<file path="src/rtl/noc_pkg.sv">
// Shared types for the lookahead router: flow-control mode, flit preamble, arbiter state.
package noc;

  typedef enum logic {
    StopVoid = 1'b0,
    Credit   = 1'b1
  } flow_control_t;

  typedef struct packed {
    logic head;
    logic tail;
  } preamble_t;

  typedef enum logic {
    IDLE   = 1'b0,
    LOCKED = 1'b1
  } arb_state_t;

endpackage

</file>
<file path="src/rtl/rr_pick.sv">
// Round-robin priority pick: first set req bit at or after ptr, wrapping modulo N.
module rr_pick #(
  parameter int unsigned N  = 4,
  parameter int unsigned IW = 2
) (
  input  logic [N-1:0]  req,
  input  logic [IW-1:0] ptr,
  output logic [N-1:0]  onehot,
  output logic [IW-1:0] idx,
  output logic          any
);

  localparam logic [IW:0] NumW = (IW+1)'(N);

  logic [N-1:0]  rot;
  logic [IW-1:0] pos;
  logic [IW:0]   sum;

  // Rotate so that ptr lands on bit 0; the lowest set bit is then the winner offset.
  assign rot = N'({req, req} >> ptr);

  always_comb begin
    pos = '0;
    for (int i = N - 1; i >= 0; i--) begin
      if (rot[i]) pos = IW'(i);
    end
  end

  assign any    = |req;
  assign sum    = {1'b0, ptr} + {1'b0, pos};
  assign idx    = (sum >= NumW) ? IW'(sum - NumW) : IW'(sum);
  assign onehot = any ? (N'(1) << idx) : '0;

endmodule

</file>
<file path="src/rtl/lookahead_output_arbiter.sv">
// Per-output-port scheduler: round-robin among inputs, packet lock head-to-tail,
// transfers gated by stop-based or credit-based downstream flow control.
module lookahead_output_arbiter
  import noc::*;
#(
  parameter int unsigned FlowControl = 0,
  parameter int unsigned NumInputs   = 4,
  parameter int unsigned Depth       = 4,
  localparam int unsigned IW = $clog2(NumInputs),
  localparam int unsigned CW = $clog2(Depth + 1)
) (
  input  logic                 clk,
  input  logic                 rst,
  input  logic [NumInputs-1:0] req,
  input  logic [NumInputs-1:0] tail,
  input  logic                 stop_in,
  input  logic                 credit_in,
  output logic [NumInputs-1:0] grant,
  output logic                 data_void_out,
  output logic                 locked,
  output logic [IW-1:0]        owner,
  output logic [CW-1:0]        credits
);

  localparam flow_control_t Fc        = flow_control_t'(FlowControl);
  localparam bit            UseCredit = (Fc == Credit);
  localparam logic [CW-1:0] CredMax   = CW'(Depth);
  localparam logic [CW-1:0] CredRst   = UseCredit ? CredMax : '0;

  arb_state_t           state_q, state_d;
  logic [IW-1:0]        rr_q, rr_d;
  logic [IW-1:0]        owner_q, owner_d;
  logic [CW-1:0]        cred_q, cred_d;
  logic [NumInputs-1:0] grant_c;
  logic [NumInputs-1:0] pick_oh;
  logic [IW-1:0]        pick_idx;
  logic                 pick_any;
  logic                 can_send;
  logic                 xfer;
  logic [NumInputs-1:0] own_oh;

  function automatic logic [IW-1:0] next_ptr(input logic [IW-1:0] x);
    return (x == IW'(NumInputs - 1)) ? '0 : x + IW'(1);
  endfunction

  rr_pick #(.N(NumInputs), .IW(IW)) u_pick (
    .req    (req),
    .ptr    (rr_q),
    .onehot (pick_oh),
    .idx    (pick_idx),
    .any    (pick_any)
  );

  assign can_send = UseCredit ? (cred_q != '0) : ~stop_in;
  assign own_oh   = NumInputs'(1) << owner_q;

  always_comb begin
    state_d = state_q;
    rr_d    = rr_q;
    owner_d = owner_q;
    grant_c = '0;
    case (state_q)
      IDLE: begin
        if (pick_any && can_send) begin
          grant_c = pick_oh;
          owner_d = pick_idx;
          if (|(tail & pick_oh)) rr_d = next_ptr(pick_idx);
          else                   state_d = LOCKED;
        end
      end
      LOCKED: begin
        if ((|(req & own_oh)) && can_send) begin
          grant_c = own_oh;
          if (|(tail & own_oh)) begin
            state_d = IDLE;
            rr_d    = next_ptr(owner_q);
          end
        end
      end
      default: state_d = IDLE;
    endcase
  end

  // Grant is forced low while reset is asserted, even with requests pending.
  assign grant         = rst ? grant_c : '0;
  assign xfer          = |grant;
  assign data_void_out = ~xfer;
  assign locked        = (state_q == LOCKED);
  assign owner         = owner_q;
  assign credits       = cred_q;

  always_comb begin
    cred_d = cred_q;
    if (UseCredit) begin
      if (xfer && !credit_in)                         cred_d = cred_q - CW'(1);
      else if (!xfer && credit_in && cred_q != CredMax) cred_d = cred_q + CW'(1);
    end
  end

  always_ff @(posedge clk or negedge rst) begin
    if (!rst) begin
      state_q <= IDLE;
      rr_q    <= '0;
      owner_q <= '0;
      cred_q  <= CredRst;
    end else begin
      state_q <= state_d;
      rr_q    <= rr_d;
      owner_q <= owner_d;
      cred_q  <= cred_d;
    end
  end

  // A returned credit with the counter already full means upstream lost track of slots.
  always @(posedge clk) begin
    if (rst && UseCredit && credit_in && !xfer) begin
      credit_ovf: assert (cred_q != CredMax)
        else $warning("credit_in received with counter already at Depth");
    end
  end

endmodule

</file>
<file path="config.mk">
export PLATFORM = sky130hd
export DESIGN_NAME = lookahead_output_arbiter
export DESIGN_NICKNAME = d
export VERILOG_FILES = /design/src/rtl/noc_pkg.sv /design/src/rtl/rr_pick.sv /design/src/rtl/lookahead_output_arbiter.sv
export SDC_FILE = /design/constraint.sdc
export NUM_CORES = 1
export LEC_CHECK = 0
export BUFFER_PORTS_ARGS = -buffer_cell sky130_fd_sc_hd__buf_2
export CAP_MARGIN = 20
export CORE_ASPECT_RATIO = 0.9
export CORE_MARGIN = 2
export CORE_UTILIZATION = 50
export CTS_CLUSTER_DIAMETER = 80
export CTS_CLUSTER_SIZE = 25
export DETAILED_ROUTE_END_ITERATION = 16
export PLACE_DENSITY = 0.84
export SLEW_MARGIN = 20
export SYNTH_ARGS = -nofsm -noshare
export SYNTH_HDL_FRONTEND = slang
export SYNTH_SLANG_ARGS = --single-unit
</file>
<file path="constraint.sdc">
create_clock -name clk -period 3.3 [get_ports clk]
set_clock_uncertainty 0.1 [all_clocks]
set_input_delay 0.33 -clock clk [delete_from_list [all_inputs] [get_ports clk]]
set_output_delay 0.33 -clock clk [all_outputs]
set_load 0.02 [all_outputs]
</file>
# Yosys cells after proc, flatten, opt, wreduce, memory -nomap -nowiden
# Cells that the tools add are included.
# totals
reg_bits	5
inputBits	12
# op_classes
n_reduce_logical	9
eq_ne	6
add_sub_neg	4
mux	22
bitwise_logic	6
magnitude_cmp	1
n_shift	3
# op_table
operator	count
$mux 2	11
$reduce_or 4->1	5
$mux 4	4
$and 4x4->4	3
$pmux 4 s2	1
$shl 1x2->4 const A	2
$shr 8x2->4	1
$add 2x1->2 const B	2
$eq 2x2->1 const B	2
$mux 1	4
$ne 2x1->1 const B	2
$ne 2x2->1 const B	2
$pmux 2 s2	1
$reduce_and 4->1	1
$add 2x2->3	1
$ge 3x3->1 const B	1
$not 1->1	3
$logic_and 1x1->1	2
$pmux 1 s2	1
$reduce_and 2->1	1
$sub 2x1->2 const B	1

# Depth between registers and ports, before layout
# depth
depth_word	15
depth_mapped	15
mapped_depth_nobuf	14

# Hierarchy
# From an unflattened synthesis, not the netlist that was laid out.
# hier_totals
hier_cells	90
area_unflattened_um2	755.7
# by_module_without_submodules
module	seq_area_each_um2	cells_per_inst	area_per_inst_um2	n_inst
lookahead_output_arbiter	125.1	52	490.5	1
rr_pick	0.0	38	265.3	1

# Worst setup path after synthesis
# No wires, ideal clock.
# synth_path
path_type	input-to-reg
start	in req[2]
end	reg rr_q[0]
t_arrival_ns	2.784
path_stages	15
setup_ns	0.128
slack_ns	0.289
n_path_buf	1
required_time_ns	3.072
path_cell_list	buf_4 -> nand2_1 -> a21oi_1 -> o22ai_1 -> o21a_1 -> ha_1 -> xnor2_1 -> xnor2_4 -> ha_1 -> nand2_1 -> nand2_1 -> nand3b_1 -> mux2i_1 -> a311oi_2 -> mux2_1
# synth_via
elab_chain_len	14
word_cells_on_any_way	28
# synth_rtl
element	line	rtl
start: declaration	lookahead_output_arbiter.sv:14	input logic [NumInputs-1:0] req,
$shr 8x2->4	rr_pick.sv:20	assign rot = N'({req, req} >> ptr);
$mux 2 (4 in series)	rr_pick.sv:25	if (rot[i]) pos = IW'(i);
$add 2x2->3	rr_pick.sv:30	assign sum = {1'b0, ptr} + {1'b0, pos};
$ge 3x3->1 / $sub 2x1->2 (equally long branches)	rr_pick.sv:31	assign idx = (sum >= NumW) ? IW'(sum - NumW) : IW'(sum);
$mux 2	rr_pick.sv:31	
$shl 1x2->4	rr_pick.sv:32	assign onehot = any ? (N'(1) << idx) : '0;
$mux 4	rr_pick.sv:32	
$and 4x4->4	lookahead_output_arbiter.sv:67	if (|(tail & pick_oh)) rr_d = next_ptr(pick_idx);
$reduce_or 4->1	lookahead_output_arbiter.sv:67	
$ne 2x2->1 (no line)	n/a	
$reduce_and 4->1 (no line)	n/a	
end signal: assignment	lookahead_output_arbiter.sv:108	rr_q <= rr_d;
end: declaration	lookahead_output_arbiter.sv:31	logic [IW-1:0] rr_q, rr_d;
# Several ways; a longest one is shown, not always the timed one. The select of a mux whose other input is x is not followed.
# A chain may end at the register's enable or synchronous reset.

# Worst setup path after layout
# layout_path
start	reg rr_q[1]
end	reg rr_q[1]
# layout_via
elab_chain_len	14
word_cells_on_any_way	21
# layout_rtl
element	line
$shr 8x2->4	rr_pick.sv:20
$mux 2 (4 in series)	rr_pick.sv:25
$add 2x2->3 *	rr_pick.sv:30
$ge 3x3->1 / $sub 2x1->2 (equally long branches)	rr_pick.sv:31
$mux 2 *	rr_pick.sv:31
$shl 1x2->4	rr_pick.sv:32
$mux 4	rr_pick.sv:32
$and 4x4->4	lookahead_output_arbiter.sv:67
$reduce_or 4->1	lookahead_output_arbiter.sv:67
$ne 2x2->1 (no line)	n/a
$reduce_and 4->1 (no line)	n/a
# Mark *: on every way between the ends. The rest lies on a longest branch, timed or not. The select of a mux whose other input is x is not followed.

==> results.md <==
* Top post-synthesis cells by area: dfrtp_1 (17%), ha_1 (10%), buf_4 (5.0%)
* Worst-path maximum fanout at 8
* CTS root buffer: clkbuf_4
* Sequential area share after synthesis at 16.7%
* CTS tree: built
* CP Launch Type: register
* Die Y at 40.8 um
* Clk_lat worst skew at 0.23 ns
* CP Class: register to register
* Outcome: finished clean
* Leak at 0.391 nW
* Synthesized area at 751 sq um
* Synth unique cells at 39
* Slowest-stage cell, CP: dfrtp_2
* Detail Route Antenna Nets at 0
* Starting Density at 52.4%
* Final Cycle Share at 93.4%
* Final core utilization at 61.4%
* Synthesis Warnings at 0
* Global-route wire length before repair at 2610 um
* I/O Buffers at 18
* Synth Flop Type: dfrtp_1
* Initial antenna violation count at 0
* Number of synthesized flops with an enable pin at 0
* # rows at 13
* Fill count at 135
* Top-area cell type share of the netlist area at 16.7%
* Synthesis-to-layout area growth at 17.0%
* Num CTS Buffers at 3
* Maximum VDD drop at 0.516 mV
* CP dominant cell by count: nand2_1
* Min Tclk post-route at 3.08 ns
* Multi-input gate area at 573 sq um
* Iter 0 DRT Violations at 13
* Final TNS setup at 0 ns
* CP top delay family: compound AO/OA/AOI/OAI gates
* Layout cell share with drive strength beyond 1 at 31.1%
* Setup repair bufs after CTS at 0
* Synth Area in Adders at 10.0%
* Final hold viol count at 0
* Routed Wire Length at 1620 um
* Post-synthesis compound-gate area fraction at 27.8%
* DIE AREA at 0.00183 sq mm
* Drt pass-1 iters at 4
* Drt via density at 5.68
* Final Max Slew Viols at 0
* Hold Crit Class: primary input to register
* Max incr delay on CP at 0.43 ns
* Sink Count at 5
* Yosys top cell by area: dfrtp_1
* Number of global-route vias before repair at 598
* Max-Cap Viols at 0
* Largest family of logic cells by synthesized area: compound AO/OA/AOI/OAI gates
* Largest net degree at the start of global routing at 11
* Simple-Gate Fraction of Synth Area at 21.5%
* Io pins at 23
* Synthesized flop and latch total at 5
* Total track usage at 19.5%
* Via count at 687
* Setup crit end kind: register
* Area of placed instances at 841 sq um
* Routed wire per std cell at 13.4 um
* Max Clock Freq at 0.324 GHz
* Xor/xnor share of the synthesized area at 4.83%
* Cell Pwr Density at 999 mW/mm^2
* Final setup vio count at 0
* Syn Area/Cell at 8.83 sq um
* Gate Count Post-Synth at 85
* Worst-path clk slew at 0.04 ns
* Hpwl dp at 1300 um
* DRC at 0
* CTS max path bufs at 2
* GPL Wtd Cong at 0.836
* Crit path cell chain: nand2_1 -> a21oi_1 -> o22ai_1 -> o21a_1 -> ha_1 -> xnor2_1 -> buf_4 -> xnor2_4 -> ha_1 -> nand2_1 -> nand2_1 -> nand3_1 -> mux2i_1 -> a311oi_2 -> mux2_1
* # H-tree levels at 1
* Arr. time, crit path at 3.10 ns
* Asr flop ratio synth at 100%
* Fin nets at 125
* CP bufs+invs at 1
* CP required at 3.31 ns
* Unrepaired setup endpoints after global routing: no
* Rel. slew slack at 46.0%
* Std-Cell Core Area at 0.00143 sq mm
* Die Wd at 44.8 um
* Reg area at 126 sq um
* Worst-Margin Slew at 0.804 ns
* N_diodes at 0
* Final Instance Area at 878 sq um
* Mux contribution to synthesized area at 10.7%
* Gr ovfl total at 0
==> registers in the layout, indices dropped and copies added (netlist names) <==
signal,flops
locked,1
rr_q,2
owner,2
==> Yosys cell counts (all sizes together) (2+ instances only) <==
master / n
o21ai: 3
nand2: 8
o211ai: 2
ha: 6
nor2: 4
a21oi: 3
mux2: 5
nand3b: 3
a22oi: 4
nor2b: 4
xnor2: 2
a21boi: 2
dfrtp: 5
nor3b: 2
inv: 5
o31ai: 2
mux2i: 2
buf: 5
==> final timing paths <==
kind	startpoint	endpoint	slack, ns	depth (start not counted)
worst max-delay path	rr_q[1]$_DFFE_PN0P_	rr_q[1]$_DFFE_PN0P_	0.22	15
worst min-delay path	stop_in	locked$_DFF_PN0_	0.24	2
worst max register to register	rr_q[1]$_DFFE_PN0P_	rr_q[1]$_DFFE_PN0P_	0.22	15
worst min register to register	rr_q[1]$_DFFE_PN0P_	rr_q[1]$_DFFE_PN0P_	0.52	1
max in group asynchronous	rst	rr_q[1]$_DFFE_PN0P_	2.57	2
min in group asynchronous	rst	locked$_DFF_PN0_	0.36	2
==> routing by layer <==
metal | up-vias | part of all wire [%] | global-route usage (%)
li1 | 350 | - | -
met1 | 324 | 50 | 26.8
met2 | 11 | 48 | 33.3
met3 | 2 | 2.0 | 0
met4 | 0 | 0.62 | 8.09
met5 | - | 0 | 0
==> through the flow <==
step           std cells  power, mW  worst slack, ns  hold WS (ns)
3_5_place_dp         116      0.794            0.116        0.0735
2_1_floorplan         87      0.629            0.289       -0.0656
5_1_grt              121      0.944           0.0348         0.246
4_1_cts              121      0.869            0.163         0.233
6_report             121      0.877            0.218         0.238
3_3_place_gp         116      0.780            0.201        0.0699
==> cell families after synthesis <==
kind of cell	count (synthesis)
and+or+nand+nor	28
AOI/OAI and AO/OA	25
buffers and inverters	11
muxes	7
adders and majority gates	6
DFF	5
xor gates and xnor gates	2
other	1
==> worst register-to-register path: stages, from the launching register on <==
cell and delay, ns:
dfrtp_2 0.43, nand2_1 0.07, a21oi_1 0.14, o22ai_1 0.09, o21a_1 0.17, ha_1 0.18
xnor2_1 0.12, buf_4 0.16, xnor2_4 0.12, ha_1 0.27, nand2_1 0.10, nand2_1 0.09
nand3_1 0.11, mux2i_1 0.10, a311oi_2 0.36, mux2_1 0.36
==> final cells by class <==
type	instances	share of cell area (%)
clock buffer	4	2.99
inverter	5	2.14
sequential	5	14.4
tap	15	2.14
timing repair buffer	21	13.1
multi-input combinational	71	65.2
==> repair_timing <==
action / 4_1_cts / 5_1_grt
endpoints found under the setup margin: 0 / 2
endpoints found under the hold margin: 5 / 0
gates resized for setup: 0 / 1
hold buffers: 1 / 0
==> placed cells by master (no fill, tap or decap), types with 3 or more instances in the layout <==
cell type / instances
conb_1: 3
nor2b_1: 4
nand3b_1: 3
nand2_1: 8
dfrtp_1: 4
clkbuf_4: 3
buf_2: 18
a22oi_1: 4
a21oi_1: 3
nor2_1: 4
inv_1: 5
ha_1: 6
o21ai_0: 3
==> where the power goes <==
part           leakage [nW]  total [mW]  switching (mW)  internal (mW)
sequential           0.0563       0.142          0.0492         0.0925
clock                0.0150      0.0678          0.0223         0.0455
combinational         0.320       0.668           0.356          0.311
No activity file was read; power rests on OpenSTA's default activity.
